===== config.mk =====
export PLATFORM = sky130hd
export DESIGN_NAME = id_ex_stage
export DESIGN_NICKNAME = d
export VERILOG_FILES = /design/src/rtl/id_ex_stage_pkg.sv /design/src/rtl/id_ex_stage_forward_mux.sv /design/src/rtl/id_ex_stage.sv
export SDC_FILE = /design/constraint.sdc
export NUM_CORES = 1
export LEC_CHECK = 0
export BUFFER_PORTS_ARGS = -buffer_cell sky130_fd_sc_hd__buf_2
export CAP_MARGIN = 0
export CORE_MARGIN = 2
export CORE_UTILIZATION = 25
export DETAILED_ROUTE_END_ITERATION = 8
export PLACE_DENSITY = 0.62
export SYNTH_ARGS = -nofsm -noshare
export SYNTH_HDL_FRONTEND = slang
export SYNTH_SLANG_ARGS = --single-unit

===== constraint.sdc =====
create_clock -name clk -period 2.1 [get_ports clk]
set_input_delay 0.21 -clock clk [delete_from_list [all_inputs] [get_ports clk]]
set_output_delay 0.21 -clock clk [all_outputs]
set_load 0.02 [all_outputs]

===== src/rtl/id_ex_stage_pkg.sv =====
// Shared parameters for the ID/EX stage: default datapath width, ALU codes,
// the latched control bundle and the forwarding match helper.
package id_ex_stage_pkg;

    localparam int W_DEF = 32;

    localparam logic [3:0] ALU_AND = 4'd0;
    localparam logic [3:0] ALU_OR  = 4'd1;
    localparam logic [3:0] ALU_ADD = 4'd2;
    localparam logic [3:0] ALU_SUB = 4'd6;
    localparam logic [3:0] ALU_SLT = 4'd7;
    localparam logic [3:0] ALU_NOR = 4'd12;

    typedef struct packed {
        logic [3:0] alu_control;
        logic       alu_src;
        logic       reg_dst;
        logic       reg_write;
        logic       mem_read;
        logic       mem_write;
        logic       mem_to_reg;
        logic       valid;
    } id_ex_ctrl_t;

    localparam id_ex_ctrl_t CTRL_BUBBLE = '0;

    // r0 is hardwired to zero, so a write to it is never a forwarding source
    function automatic logic fwd_hit(input logic       we,
                                     input logic [4:0] rd,
                                     input logic [4:0] r);
        return we && (rd != 5'd0) && (rd == r);
    endfunction

endpackage


===== src/rtl/id_ex_stage_forward_mux.sv =====
// Operand forwarding select: EX/MEM result, then MEM/WB result,
// otherwise the register-file value latched in ID/EX.
module forward_mux
    import id_ex_stage_pkg::*;
#(
    parameter int W = W_DEF
) (
    input  logic [4:0]   reg_num,
    input  logic [W-1:0] reg_data,
    input  logic         exmem_reg_write,
    input  logic [4:0]   exmem_rd,
    input  logic [W-1:0] exmem_result,
    input  logic         memwb_reg_write,
    input  logic [4:0]   memwb_rd,
    input  logic [W-1:0] memwb_result,
    output logic [W-1:0] value
);

    always_comb begin
        value = reg_data;
        if (fwd_hit(exmem_reg_write, exmem_rd, reg_num))
            value = exmem_result;
        else if (fwd_hit(memwb_reg_write, memwb_rd, reg_num))
            value = memwb_result;
    end

endmodule


===== src/rtl/id_ex_stage.sv =====
// ID/EX pipeline register with operand forwarding, load-use bubble
// insertion and flush squashing; drives the ALU and EX/MEM directly.
module id_ex_stage
    import id_ex_stage_pkg::*;
#(
    parameter int W = W_DEF
) (
    input  logic         clk,
    input  logic         reset,
    input  logic [W-1:0] id_rs_data,
    input  logic [W-1:0] id_rt_data,
    input  logic [W-1:0] id_imm,
    input  logic [4:0]   id_rs,
    input  logic [4:0]   id_rt,
    input  logic [4:0]   id_rd,
    input  logic         id_uses_rs,
    input  logic         id_uses_rt,
    input  logic [3:0]   id_alu_control,
    input  logic         id_alu_src,
    input  logic         id_reg_dst,
    input  logic         id_reg_write,
    input  logic         id_mem_read,
    input  logic         id_mem_write,
    input  logic         id_mem_to_reg,
    input  logic         flush,
    input  logic         exmem_reg_write,
    input  logic [4:0]   exmem_rd,
    input  logic [W-1:0] exmem_result,
    input  logic         memwb_reg_write,
    input  logic [4:0]   memwb_rd,
    input  logic [W-1:0] memwb_result,
    output logic         stall,
    output logic [W-1:0] alu_a,
    output logic [W-1:0] alu_b,
    output logic [3:0]   alu_control,
    output logic [W-1:0] store_data,
    output logic [4:0]   ex_dest,
    output logic         ex_reg_write,
    output logic         ex_mem_read,
    output logic         ex_mem_write,
    output logic         ex_mem_to_reg,
    output logic         ex_valid
);

    logic [W-1:0] rs_data_q;
    logic [W-1:0] rt_data_q;
    logic [W-1:0] imm_q;
    logic [4:0]   rs_q;
    logic [4:0]   rt_q;
    logic [4:0]   rd_q;
    id_ex_ctrl_t  ctrl_q;
    id_ex_ctrl_t  id_ctrl;
    logic         hazard;
    logic [W-1:0] rs_fwd;
    logic [W-1:0] rt_fwd;

    always_comb begin
        id_ctrl             = CTRL_BUBBLE;
        id_ctrl.alu_control = id_alu_control;
        id_ctrl.alu_src     = id_alu_src;
        id_ctrl.reg_dst     = id_reg_dst;
        id_ctrl.reg_write   = id_reg_write;
        id_ctrl.mem_read    = id_mem_read;
        id_ctrl.mem_write   = id_mem_write;
        id_ctrl.mem_to_reg  = id_mem_to_reg;
        id_ctrl.valid       = 1'b1;
    end

    assign ex_dest = ctrl_q.reg_dst ? rd_q : rt_q;

    // A load in EX cannot forward yet: hold decode and bubble EX once
    assign hazard = ctrl_q.valid && ctrl_q.mem_read && (ex_dest != 5'd0)
                 && ((id_uses_rs && (id_rs == ex_dest))
                  || (id_uses_rt && (id_rt == ex_dest)));

    assign stall = hazard && !flush && reset;

    always_ff @(posedge clk) begin
        if (!reset || flush || hazard) begin
            rs_data_q <= '0;
            rt_data_q <= '0;
            imm_q     <= '0;
            rs_q      <= '0;
            rt_q      <= '0;
            rd_q      <= '0;
            ctrl_q    <= CTRL_BUBBLE;
        end else begin
            rs_data_q <= id_rs_data;
            rt_data_q <= id_rt_data;
            imm_q     <= id_imm;
            rs_q      <= id_rs;
            rt_q      <= id_rt;
            rd_q      <= id_rd;
            ctrl_q    <= id_ctrl;
        end
    end

    forward_mux #(.W(W)) u_fwd_rs (
        .reg_num         (rs_q),
        .reg_data        (rs_data_q),
        .exmem_reg_write (exmem_reg_write),
        .exmem_rd        (exmem_rd),
        .exmem_result    (exmem_result),
        .memwb_reg_write (memwb_reg_write),
        .memwb_rd        (memwb_rd),
        .memwb_result    (memwb_result),
        .value           (rs_fwd)
    );

    forward_mux #(.W(W)) u_fwd_rt (
        .reg_num         (rt_q),
        .reg_data        (rt_data_q),
        .exmem_reg_write (exmem_reg_write),
        .exmem_rd        (exmem_rd),
        .exmem_result    (exmem_result),
        .memwb_reg_write (memwb_reg_write),
        .memwb_rd        (memwb_rd),
        .memwb_result    (memwb_result),
        .value           (rt_fwd)
    );

    assign alu_a         = rs_fwd;
    assign store_data    = rt_fwd;
    assign alu_b         = ctrl_q.alu_src ? imm_q : rt_fwd;
    assign alu_control   = ctrl_q.alu_control;
    assign ex_reg_write  = ctrl_q.reg_write;
    assign ex_mem_read   = ctrl_q.mem_read;
    assign ex_mem_write  = ctrl_q.mem_write;
    assign ex_mem_to_reg = ctrl_q.mem_to_reg;
    assign ex_valid      = ctrl_q.valid;

endmodule


Word-level counts from Yosys, hierarchy flattened
Index checks and enable logic that the tools add are counted.
- register bits: 122
- latch bits: 0
- RAM bits: 0
- ROM bits: 0
- input bits: 202
- output and inout bits: 111
- word-level logic and storage cells: 48
- memories kept: 0
- add/subtract/negate cells: 0
- $mul: 0
- div/mod/pow operators: 0
- magnitude comparators: 0
- equality and inequality tests: 6
- shifts and indexed selects: 0
- mux-type cells: 7
- bitwise gates (word level): 0
- reductions and logical operators: 21
- operators with widths (operator ; count):
    32-bit two-way mux ; 5
    5-bit equality test ; 6
    5-bit nonzero test ; 3
    1-bit logical AND ; 13
    5-bit two-way mux ; 1
    1-bit logical OR ; 3
    1-bit logical NOT ; 2
    1-bit two-way mux ; 1

Longest topological paths before layout
Gate-level depths: netlist of run 1.
- depth after elaboration: 7
- gate-level depth with buffers: 8
- depth with buffers taken out: 5

Hierarchy
From an unflattened synthesis of run 1, not the netlist that was laid out.
- cells, all modules: 849
- area total of the unflattened synthesis: 6806.5 um2
- modules (own cells, without submodules) (module ; instances ; cells each ; area an instance (um2) ; sequential area each (um2)):
    id_ex_stage ; 1 ; 479 ; 4471.8 ; 2442.3
    forward_mux ; 2 ; 185 ; 1167.4 ; 0.0

Worst setup path after synthesis of run 1
No wires, ideal clock.
- path kind: input-to-output
- from: input port memwb_rd[0]
- to: output port alu_b[14]
- arrival: 2.166 ns
- required time: 1.890 ns
- slack: -0.276 ns
- cell stages on the path: 6
- path through: or4_1 o211ai_2 clkbuf_1 o21ai_0 a31oi_1 mux2_2
- cells in the longest elaborated chain, start to end: 6
- elaborated cells on any way between the ends: 7
- those cells by class: eq/ne: 1; mux: 3; reduce/logical: 3
- RTL lines (element ; RTL line ; text):
    start, declared ; id_ex_stage.sv:30 ; input logic [4:0] memwb_rd,
    5-bit nonzero test ; id_ex_stage_pkg.sv:31 ; return we && (rd != 5'd0) && (rd == r);
    1-bit logical AND ; id_ex_stage_pkg.sv:31 ;
    1-bit logical AND (*) ; id_ex_stage_pkg.sv:31 ;
    32-bit two-way mux (*) ; id_ex_stage_forward_mux.sv:23 ; else if (fwd_hit(memwb_reg_write, memwb_rd, reg_num))
    32-bit two-way mux (*) ; id_ex_stage_forward_mux.sv:21 ; if (fwd_hit(exmem_reg_write, exmem_rd, reg_num))
    named net store_data[14] ; id_ex_stage.sv:36 ; output logic [W-1:0] store_data,
    32-bit two-way mux (*) ; id_ex_stage.sv:124 ; assign alu_b = ctrl_q.alu_src ? imm_q : rt_fwd;
    end, declared ; id_ex_stage.sv:34 ; output logic [W-1:0] alu_b,
Mark *: on every way through the listed nets, which the timed path passes. The rest lies on a longest branch.

Final worst setup path of run 1
- from: register rt_q[4]
- to: output port alu_b[29]
- cells in the longest elaborated chain, start to end: 5
- elaborated cells on any way between the ends: 7
- those cells by class: eq/ne: 2; mux: 3; reduce/logical: 2
- RTL lines (element ; RTL line ; text):
    start, declared ; id_ex_stage.sv:49 ; logic [4:0] rt_q;
    start signal, assigned ; id_ex_stage.sv:92 ; rt_q <= id_rt;
    5-bit equality test ; id_ex_stage_pkg.sv:31 ;
    1-bit logical AND ; id_ex_stage_pkg.sv:31 ;
    32-bit two-way mux ; id_ex_stage_forward_mux.sv:23 ;
    32-bit two-way mux (*) ; id_ex_stage_forward_mux.sv:21 ;
    32-bit two-way mux (*) ; id_ex_stage.sv:124 ;
Every way passes the cells marked *; elsewhere a longest branch is shown, timed or not.

==> results.ini, run 1 <==
[run_status]
outcome = finished with violations
violations = setup timing

[grt]
met1_usage = 0.2822
busiest_layer = met2
grtUsageTotal = 0.2319
antenna_found_initial = 2
globalRouteOverflowTotal = 0
grt_pass1_vias = 7893
use_met2 = 0.4042
grt_max_degree = 63
grt_first_pass_wirelength_um = 46000
globalRouteMet3Util = 0.05316

[power_and_ir_drop]
power_frac_clock = 0.415
switchingPower_mw = 2.175
swShare = 0.2938
leakage_nw = 5.634
p_int_mw = 5.227
p_per_area_nw_per_um2 = 553.2
seqPwrFrac = 0.333
p_total_mw = 7.401
pwr-share-comb = 0.252
ir_worst_vdd_mv = 0.4037

[placement]
dp_cells = 1422
portBuffers = 312
dp_hpwl_um = 19710
place.gp.congestion = 0.8195

[floorplan]
dieArea_sq_um = 26050
core-area_sq_um = 24320
ios = 313
start_util = 0.2547
row_count = 57
die_x_um = 161.4
die_y_um = 161.4

[setup_path]
worst-path-max-fanout = 7
r2r_slack_ns = -0.08
worst_ep_required_time_ns = 1.89
crit_arrival_ns = 2.36
endpoint_kind = output port
cpLargestDelayFamily = simple AND/OR/NAND/NOR gates
path_cells = buf_6 > xnor2_2 > nand4_1 > or2_4 > buf_12 > a31oi_4 > mux2_4 > buf_6
worstSetupPathType = register to output port
cp_common_cell = buf_6
cp_num_buf_inv = 3
critPathMaxStageDelay_ns = 0.41
startpoint_type = register
cp_slowest_cell = or2_4

[detailed_routing]
drt-total-wl_um = 35040
avgRoutedWirePerCell_um = 21.94
drc_errors = 0
drtPass1Iterations = 5
drt_iter0_drc = 619
antenna_left = 0
num_vias = 8125
viasPerCell = 5.088

[clock_network]
cts_tree = done
cts_buffers = 17
cts.path.max_buffers = 2
cts.sinks = 122
cts-root-buf = clkbuf_16
clock_latency_ns = 0.42
htree_levels = 4
clk_pin_slew_worst_paths_ns = 0.06

[yosys]
ys_ff_latch = 122
synthDistinctLibCells = 37
syn-num-nets = 1002
async_flop_share = 0
avgSynthCellArea_sq_um = 7.742
synth_area_sq_um = 6193
synth_edf_count = 0
syn_inst = 800
synth_ff_type = dfxtp_1
synth_seq_area_share = 0.3943
ys_warn_count = 0

[timing]
fin_ws_ns = -0.4728
tightest_slew_ns = 0.5389
finClkSkew_ns = 0.007184
hold_violations = 0
slew_headroom = 0.6399
fmax_mhz = 388.7
drv_slew = 0
period_share = 1.225
finalSetupViolations = 156
finalSetupTns_ns = -36.97
period_minus_slack_ns = 2.573
rsz0062_at_grt = true

[job]
drv_cap = 0

[final_layout]
fin_cells = 1597
drive_above_1_share = 0.5751
post-route-util = 0.5501
layout.nets = 1461
reg_top3 = imm_q: 32 flops, rs_data_q: 32 flops, rt_data_q: 32 flops
area_growth_syn_to_layout_pct = 116.0

[min_path]
hold_class = input port to register

==> cells in the final DEF, fill, tap and decap left out, types with 11 or more instances in the layout <==
| master | n |
|---|---|
| a21oi_1 | 118 |
| a21oi_2 | 25 |
| a21oi_4 | 11 |
| a31oi_4 | 26 |
| buf_12 | 24 |
| buf_2 | 216 |
| buf_4 | 71 |
| buf_6 | 94 |
| buf_8 | 12 |
| clkbuf_16 | 33 |
| dfxtp_1 | 110 |
| dlygate4sd3_1 | 75 |
| inv_1 | 31 |
| mux2_4 | 22 |
| mux2i_4 | 21 |
| nand2_1 | 130 |
| nor2_2 | 13 |
| nor2_4 | 29 |
| nor3_2 | 21 |
| o21ai_1 | 12 |
| or3_4 | 19 |
| xor2_1 | 13 |
==> worst min-delay path: stages <==
cell and delay, ns:
buf_2 0.10, nand2_1 0.05, a21oi_1 0.04
==> layout make-up <==
cell class / instances / area [sq um]
multi-input cells: 568 / 5022
diodes: 2 / 5.005
fillers: 2016 / 10940
clock buffers: 19 / 442.9
inverters: 31 / 116.4
repair buffers: 519 / 4767
clock inverters: 12 / 150.1
flip-flops and latches: 122 / 2470
well taps: 324 / 405.4
==> synth_stat cells (2+ instances only) <==
cell      instances  area share
buf_6             3      0.0055
or4_1             2      0.0024
buf_2            25       0.020
xor2_1           14       0.020
nand4_1           5      0.0051
nor2_1           48       0.029
o21ai_1           4      0.0032
a31oi_1          25       0.025
a21oi_1         154        0.12
mux2_1            3      0.0055
mux2_2           23       0.042
mux2i_1          37       0.060
or3_1            26       0.026
clkbuf_1         41       0.025
nand2_1         130       0.079
inv_1            31       0.019
dfxtp_1         122        0.39
a221oi_1          6      0.0085
o21ai_0          23       0.019
nor3_1           27       0.022
buf_1             5      0.0030
buf_4             5      0.0061
xnor2_1          16       0.023
o31ai_1           6      0.0073
and3_1            7      0.0071
==> repair_timing <==
action                                  CTS  global route
resized for setup                       366           184
endpoints found under the hold margin    75             0
endpoints found under the setup margin  209           219
setup buffers                            23            18
cloned                                   10            19
hold buffers                             75             0
pin swaps                                53            57
==> worst paths after layout <==
kind / from / end / depth (start not counted)
max: rt_q[4]$_SDFF_PP0_ / alu_b[29] / 8
min: id_rt_data[21] / rt_data_q[21]$_SDFF_PP0_ / 3
max reg2reg: rt_q[4]$_SDFF_PP0_ / imm_q[15]$_SDFF_PP0_ / 12
min reg2reg: ex_valid$_DFF_P_ / rd_q[1]$_SDFF_PP0_ / 2
==> layer usage <==
metal,up-vias,wire [um]
met5,-,0
met4,0,1126
met1,3954,14520
li1,3679,-
met3,88,2301
met2,404,17090
==> per-stage QoR <==
step	instance area, sq um	hold slack [ns]	setup slack [ns]
after floorplan	6486	0.3261	-0.1191
after global routing	13370	0.001189	-0.5469
final	13380	0.01549	-0.4728
after CTS	11960	0.0001944	-0.4286
after detailed placement	8788	0.4285	-0.3782
after global placement	8788	0.4311	-0.3542
==> kinds of logic after synthesis <==
group / synth area share
and+or+nand+nor: 0.1782
AOI/OAI and AO/OA: 0.1996
DFF: 0.3943
buffers and inverters: 0.07838
muxes: 0.1071
xor gates and xnor gates: 0.04242
==> power groups by stage <==
stage | logic (mW) | registers (mW) | clock network (mW)
after CTS | 1.60 | 2.45 | 3.10
after global routing | 1.95 | 2.47 | 3.20
after global placement | 1.19 | 2.50 | 0
final | 1.87 | 2.46 | 3.07
after detailed placement | 1.20 | 2.50 | 0
after floorplan | 0.617 | 2.49 | 0
Note: power is estimated with default switching activity, not from simulation.
==> run 2, diff against run 1 <==
--- a/config.mk
+++ b/config.mk
@@ -5,12 +5,13 @@
 export SDC_FILE = /design/constraint.sdc
 export NUM_CORES = 1
 export LEC_CHECK = 0
+export ABC_AREA = 1
 export BUFFER_PORTS_ARGS = -buffer_cell sky130_fd_sc_hd__buf_2
 export CAP_MARGIN = 0
 export CORE_MARGIN = 2
 export CORE_UTILIZATION = 25
 export DETAILED_ROUTE_END_ITERATION = 8
-export PLACE_DENSITY = 0.62
+export PLACE_DENSITY = 0.61
 export SYNTH_ARGS = -nofsm -noshare
 export SYNTH_HDL_FRONTEND = slang
 export SYNTH_SLANG_ARGS = --single-unit
==> run 2 against run 1 <==
Net effect: the run still ends with setup timing left; register-to-register slack gained 0.38 ns; non-clock buffer count shrank 84; combinational power shrank 16%; final cell count grew 9.1%; clock skew grew 0.0022 ns; maximum frequency grew 14%; total power shrank 0.32%; largest power group unchanged.
==> results.ini, run 2 <==
[run_status]
outcome = finished with violations  ; unchanged
violations = setup timing  ; unchanged

[power_and_ir_drop]
leakage_nw = 6.174  ; was 5.634 nW
ir_worst_vdd_mv = 0.4904  ; was 0.4037 mV
p_per_area_nw_per_um2 = 636.0  ; was 553.2 nW/um^2
p_total_mw = 7.378  ; was 7.401 mW

[grt]
globalRouteOverflowTotal = 0  ; unchanged
grt_first_pass_wirelength_um = 41360  ; was 46000 um
grtUsageTotal = 0.2051  ; was 0.2319
grt_max_degree = 42  ; was 63
grt_pass1_vias = 7592  ; was 7893
antenna_found_initial = 5  ; was 2

[yosys]
synth_ff_type = dfxtp_1  ; unchanged
ys_warn_count = 0  ; unchanged
synthTopCellsByArea = dfxtp_1 (38%), nand2_1 (14%), nand3_1 (11%)  ; was dfxtp_1 (39%), a21oi_1 (12%), nand2_1 (7.9%)
ys_ff_latch = 122  ; unchanged
syn-num-nets = 1202  ; was 1002
yosys-top-cells-count = nand2_1 (248), inv_1 (165), nor2_1 (139)  ; was a21oi_1 (154), nand2_1 (130), dfxtp_1 (122)
synth_area_sq_um = 6461  ; was 6193 sq um
async_flop_share = 0  ; unchanged
synth_seq_area_share = 0.3780  ; was 0.3943
syn_inst = 1000  ; was 800
synthDistinctLibCells = 21  ; was 37
avgSynthCellArea_sq_um = 6.461  ; was 7.742 sq um
synth.largest_area_cell = dfxtp_1  ; unchanged
netlist.area_leader.share = 0.3780  ; was 0.3943
synth_most_common_cell = nand2_1  ; was a21oi_1
synth_edf_count = 0  ; unchanged

[placement]
pre_cts_slack_ns = 0.1021  ; was -0.3782 ns
placed_cell_area_sq_um = 8548  ; was 8788 sq um
dp_hpwl_um = 19670  ; was 19710 um
place.gp.congestion = 0.8793  ; was 0.8195
portBuffers = 312  ; unchanged

[setup_path]
worstSetupPathType = register to output port  ; unchanged
reg2reg_depth = 12  ; unchanged
crit_arrival_ns = 2.04  ; was 2.36 ns
startpoint_type = register  ; unchanged
worst_ep_required_time_ns = 1.89  ; about the same
worst-path-max-fanout = 8  ; was 7
r2r_start = rt_q[0]$_SDFF_PP0_  ; was rt_q[4]$_SDFF_PP0_
endpoint_kind = output port  ; unchanged
r2r-end = imm_q[0]$_SDFF_PP0_  ; was imm_q[15]$_SDFF_PP0_
r2r_slack_ns = 0.30  ; was -0.08 ns

[final_layout]
layout.nets = 1598  ; was 1461
post-route-util = 0.4593  ; was 0.5501
final_common_cell = buf_2  ; unchanged
reg_top3 = imm_q: 32 flops, rs_data_q: 32 flops, rt_data_q: 32 flops  ; unchanged
area_growth_syn_to_layout_pct = 79.53  ; was 116.0%
fin_area_sq_um = 11600  ; was 13380 sq um
fill_cells = 2495  ; was 2016
final_cell_mix = buf_2 (231), nand2_1 (176), inv_1 (162), nor2_1 (135), dfxtp_1 (113)  ; was buf_2 (216), nand2_1 (130), a21oi_1 (118), dfxtp_1 (110), buf_6 (94)
drive_above_1_share = 0.4152  ; was 0.5751

[min_path]
hold_depth = 3  ; unchanged
hold_path_end = ex_reg_write$_SDFF_PP0_  ; was rt_data_q[21]$_SDFF_PP0_
holdCritStartpoint = id_reg_write  ; was id_rt_data[21]
hold_class = input port to register  ; unchanged

[timing]
fin_ws_ns = -0.1481  ; was -0.4728 ns
tightest_slew_ns = 0.5493  ; was 0.5389 ns
period_share = 1.071  ; was 1.225
slew_headroom = 0.6338  ; was 0.6399
finalSetupViolations = 96  ; was 156
drv_slew = 0  ; unchanged
period_minus_slack_ns = 2.248  ; was 2.573 ns
fmax_mhz = 444.8  ; was 388.7 MHz
rsz0062_at_grt = true  ; unchanged
finClkSkew_ns = 0.009403  ; was 0.007184 ns
hold_violations = 0  ; unchanged

[floorplan]
core-area_sq_um = 25250  ; was 24320 sq um
die_x_um = 164.8  ; was 161.4 um
dieArea_sq_um = 27150  ; was 26050 sq um
row_count = 58  ; was 57
die_y_um = 164.8  ; was 161.4 um
start_util = 0.2558  ; was 0.2547
ios = 313  ; unchanged

[detailed_routing]
drtPass1Iterations = 5  ; unchanged
num_vias = 7825  ; was 8125
antenna_left = 0  ; unchanged
drt_iter0_drc = 498  ; was 619
drt-total-wl_um = 29520  ; was 35040 um
viasPerCell = 4.492  ; was 5.088
drc_errors = 0  ; unchanged
avgRoutedWirePerCell_um = 16.94  ; was 21.94 um

[job]
drv_cap = 0  ; unchanged

[clock_network]
htree_levels = 4  ; unchanged
cts.path.max_buffers = 2  ; unchanged
cts-root-buf = clkbuf_16  ; unchanged
cts.sinks = 122  ; unchanged
clock_latency_ns = 0.41  ; was 0.42 ns
cts_buffers = 17  ; unchanged
clk_pin_slew_worst_paths_ns = 0.05  ; was 0.06 ns
cts_tree = done  ; unchanged

## run 2: stage by stage
| step | instances | hold WS [ns] | TNS (ns) |
|---|---|---|---|
| 4_1_cts | 1734 | 0.0008598 | -10.58 |
| 2_1_floorplan | 1000 | 0.3222 | 0 |
| 5_1_grt | 1741 | 0.007841 | -18.46 |
| 6_report | 1742 | 0.02308 | -9.094 |
| 3_5_place_dp | 1614 | 0.4286 | 0 |
| 3_3_place_gp | 1614 | 0.4206 | 0 |
## run 2: how the worst max path moves through the flow
stage / start / end / slack [ns]
after floorplan: ctrl_q[5]$_SDFF_PP0_ / stall / 0.30
after global placement: ctrl_q[5]$_SDFF_PP0_ / rs_data_q[11]$_SDFF_PP0_ / 0.13
after detailed placement: exmem_rd[3] / alu_a[0] / 0.10
after CTS: rs_q[1]$_SDFF_PP0_ / alu_a[17] / -0.16
after global routing: rt_q[0]$_SDFF_PP0_ / store_data[16] / -0.25
final: rt_q[0]$_SDFF_PP0_ / store_data[16] / -0.15
## run 2: logic make-up after synthesis
kind of cell           share of synthesized area
AND/OR/NAND/NOR                           0.4495
AO/OA/AOI/OAI                           0.002323
XOR/XNOR                                 0.02440
flip-flops                                0.3780
buffers and inverters                     0.1458
## run 2: where the power goes
part / total [mW] / leakage, nW / internal [mW] / switching [mW]
Combinational: 1.58 / 4.85 / 0.744 / 0.834
Sequential: 2.45 / 1.01 / 2.41 / 0.0475
Clock: 3.35 / 0.317 / 2.21 / 1.14
Total: 7.38 / 6.17 / 5.36 / 2.02
## run 2: repair_timing
action / 4_1_cts / 5_1_grt
buffers inserted: 6 / 4
hold buffers: 79 / 0
pin swaps: 19 / 33
resized for setup: 169 / 223
endpoints found under the hold margin: 79 / 0
endpoints found under the setup margin: 97 / 97
gates cloned: 3 / 3
## run 2: metal layers
| metal | track usage | part of all wire | vias to the layer above |
|---|---|---|---|
| li1 | - | - | 3809 |
| met1 | 0.2490 | 0.42 | 3606 |
| met5 | 0 | 0.00044 | - |
| met4 | 0.08063 | 0.029 | 2 |
| met2 | 0.3539 | 0.48 | 359 |
| met3 | 0.04370 | 0.075 | 49 |
## run 2: cell type report
cell class	count	area [sq um]	area share
multi-input combinational	654	3926	0.3385
timing repair buffer	435	3495	0.3013
sequential	122	2466	0.2126
inverter	166	630.6	0.05436
clock buffer	22	474.2	0.04088
tap	330	412.9	0.03559
clock inverter	10	187.7	0.01618
antenna	3	7.507	0.0006472
## run 2: worst max-delay path, cell delays in order (launching register included)
cell       delay, ns
dfxtp_4         0.37
xnor2_4         0.16
nand3_2         0.11
nor2_4          0.12
buf_12          0.14
nand2_8         0.08
clkbuf_16       0.19
nand2_2         0.07
nand3_2         0.08
and2_4          0.15
buf_4           0.15
==> run 3, diff against run 2 <==
--- a/config.mk
+++ b/config.mk
@@ -8,10 +8,11 @@
 export ABC_AREA = 1
 export BUFFER_PORTS_ARGS = -buffer_cell sky130_fd_sc_hd__buf_2
 export CAP_MARGIN = 0
-export CORE_MARGIN = 2
+export CORE_ASPECT_RATIO = 0.9
 export CORE_UTILIZATION = 25
 export DETAILED_ROUTE_END_ITERATION = 8
 export PLACE_DENSITY = 0.61
+export SLEW_MARGIN = 5
 export SYNTH_ARGS = -nofsm -noshare
 export SYNTH_HDL_FRONTEND = slang
 export SYNTH_SLANG_ARGS = --single-unit
==> run 3 against run 2 <==
Net effect: the run still ends with setup timing left; sequential share of layout area decreased by 1.4 points; global-route usage is 1.5 points higher; cell area rose by 7.2%; critical path type unchanged; highest routed layer is now met4.
==> results.ini, run 3 (synthesis gave the netlist of run 2 again) <==
[run_status]
outcome = finished with violations  ; unchanged
violations = setup timing  ; unchanged

[power_and_ir_drop]
leakage_nw = 6.362  ; was 6.174 nW
p_per_area_nw_per_um2 = 565.5  ; was 636.0 nW/um^2
p_total_mw = 7.032  ; was 7.378 mW
ir_worst_vdd_mv = 0.3374  ; was 0.4904 mV

[clock_network]
clk_pin_slew_worst_paths_ns = 0.06  ; was 0.05 ns
cts_buffers = 17  ; unchanged
cts_tree = done  ; unchanged
clock_latency_ns = 0.41  ; about the same
htree_levels = 4  ; unchanged
cts-root-buf = clkbuf_16  ; unchanged
cts.path.max_buffers = 2  ; unchanged
cts.sinks = 122  ; unchanged

[final_layout]
reg_top3 = imm_q: 32 flops, rs_data_q: 32 flops, rt_data_q: 32 flops  ; unchanged
final_common_cell = buf_2  ; unchanged
area_growth_syn_to_layout_pct = 92.45  ; was 79.53%
fin_area_sq_um = 12430  ; was 11600 sq um
post-route-util = 0.4923  ; was 0.4593
area.sequential_sq_um = 2467  ; was 2466 sq um
final_cell_mix = buf_2 (222), inv_1 (163), nor2_1 (134), nand2_1 (125), dfxtp_1 (112)  ; was buf_2 (231), nand2_1 (176), inv_1 (162), nor2_1 (135), dfxtp_1 (113)
layout.nets = 1611  ; was 1598
multiInputGateArea_sq_um = 4413  ; was 3926 sq um
drive_above_1_share = 0.4792  ; was 0.4152
fill_cells = 2410  ; was 2495

[floorplan]
core-area_sq_um = 25260  ; was 25250 sq um
die_y_um = 154.5  ; was 164.8 um
ios = 313  ; unchanged
dieArea_sq_um = 26490  ; was 27150 sq um
row_count = 55  ; was 58
start_util = 0.2558  ; about the same
die_x_um = 171.5  ; was 164.8 um

[detailed_routing]
drt-total-wl_um = 31260  ; was 29520 um
top_layer_used = met4  ; was met5
viasPerCell = 4.537  ; was 4.492
drtPass1Iterations = 5  ; unchanged
drc_errors = 0  ; unchanged
antenna_left = 0  ; unchanged
met3_length_um = 2379  ; was 2201 um
drt_iter0_drc = 413  ; was 498
route.met2.wl_um = 15140  ; was 14140 um
drt-met1-wl_um = 13170  ; was 12320 um
avgRoutedWirePerCell_um = 17.72  ; was 16.94 um
num_vias = 8004  ; was 7825

[job]
drv_cap = 0  ; unchanged

[timing]
fin_ws_ns = -0.1584  ; was -0.1481 ns
finalSetupTns_ns = -9.653  ; was -9.094 ns
slew_headroom = 0.7086  ; was 0.6338
tightest_slew_ns = 0.4370  ; was 0.5493 ns
finClkSkew_ns = 0.008249  ; was 0.009403 ns
rsz0062_at_grt = true  ; unchanged
hold_violations = 0  ; unchanged
fmax_mhz = 442.8  ; was 444.8 MHz
hold_slack_ns = 0.01344  ; was 0.02308 ns
period_minus_slack_ns = 2.258  ; was 2.248 ns
drv_slew = 0  ; unchanged
finalSetupViolations = 96  ; unchanged
period_share = 1.075  ; was 1.071

[setup_path]
endpoint_kind = output port  ; unchanged
r2r-end = rt_data_q[11]$_SDFF_PP0_  ; was imm_q[0]$_SDFF_PP0_
worst-path-max-fanout = 6  ; was 8
worstSetupPathType = register to output port  ; unchanged
cp-startpoint = rt_q[0]$_SDFF_PP0_  ; unchanged
crit_arrival_ns = 2.05  ; was 2.04 ns
r2r_slack_ns = 0.22  ; was 0.30 ns
crit_end = alu_b[1]  ; was store_data[16]
startpoint_type = register  ; unchanged
worst_ep_required_time_ns = 1.89  ; about the same
reg2reg_depth = 13  ; was 12
r2r_start = rt_q[0]$_SDFF_PP0_  ; unchanged

[grt]
grt_max_degree = 57  ; was 42
antenna_found_initial = 1  ; was 5
grt_first_pass_wirelength_um = 43310  ; was 41360 um
grtUsageTotal = 0.2205  ; was 0.2051
globalRouteOverflowTotal = 0  ; unchanged
grt_pass1_vias = 7781  ; was 7592

[placement]
portBuffers = 312  ; unchanged
placed_cell_area_sq_um = 8476  ; was 8548 sq um
place.gp.congestion = 0.8202  ; was 0.8793
dp_hpwl_um = 18980  ; was 19670 um

[min_path]
hold_class = input port to register  ; unchanged

run 3: changes by cell type in the layout (fill, tap and decap cells not counted), moves of 9 or more:
| cell | delta |
|---|---|
| buf_16 | +11 |
| nand2_1 | -51 |
| nand2_4 | +27 |
| nand3_4 | +9 |
| buf_6 | +19 |
| buf_2 | -9 |
| nand3_1 | -25 |
| nand3_2 | +16 |
| nand2_2 | +24 |
run 3: stage by stage:
| stage | cells | setup WS [ns] |
|---|---|---|
| 6_report | 1764 | -0.1584 |
| 2_1_floorplan | 1000 | 0.3001 |
| 3_5_place_dp | 1625 | 0.07714 |
| 5_1_grt | 1763 | -0.2868 |
| 3_3_place_gp | 1625 | 0.09023 |
| 4_1_cts | 1756 | -0.1906 |
run 3: report_power, final:
| group | total [mW] | switching (mW) | internal [mW] |
|---|---|---|---|
| logic | 1.69 | 0.880 | 0.812 |
| clock network | 2.89 | 1.15 | 1.74 |
| registers | 2.45 | 0.0465 | 2.41 |
run 3: what timing repair did:
item	in CTS	in global routing
hold buffers	73	1
pin swaps	34	64
setup buffers	14	2
cloned	14	5
hold endpoints to repair	73	1
resized for setup	257	319
setup endpoints to repair	97	97
run 3: area by class of cell:
cell class,count,share of cell area
inverters,166,0.05071
multi-input cells,654,0.3549
diodes,1,0.0002012
clock inverters,11,0.01006
clock buffers,20,0.03512
flip-flops and latches,122,0.1984
repair buffers,448,0.3162
well taps,342,0.03441
run 3: worst max-delay path, stage by stage, from the launching register on:
cell and delay [ns]:
dfxtp_4 0.37, xnor2_2 0.17, nand2_2 0.09, nor2_1 0.11, nand3b_1 0.13, buf_12 0.19
buf_16 0.15, nand3_2 0.09, nand3_1 0.07, nand2_1 0.10, buf_2 0.17
run 3: worst min-delay path by stage:
stage | from | to | slack, ns | depth (start not counted)
2_1_floorplan | id_alu_control[0] | alu_control[0]$_SDFF_PP0_ | 0.32 | 2
3_3_place_gp | id_imm[25] | imm_q[25]$_SDFF_PP0_ | 0.42 | 3
6_report | id_rs_data[22] | rs_data_q[22]$_SDFF_PP0_ | 0.01 | 3
4_1_cts | id_rs_data[13] | rs_data_q[13]$_SDFF_PP0_ | 0.0001 | 3
5_1_grt | id_rs_data[22] | rs_data_q[22]$_SDFF_PP0_ | 0.006 | 3
3_5_place_dp | id_alu_src | ctrl_q[6]$_SDFF_PP0_ | 0.43 | 3
run 3: layer usage:
metal	vias to the layer above	GRT usage
li1	3838	-
met1	3780	0.2689
met3	36	0.05220
met4	0	0.06548
met5	-	0
met2	350	0.3808
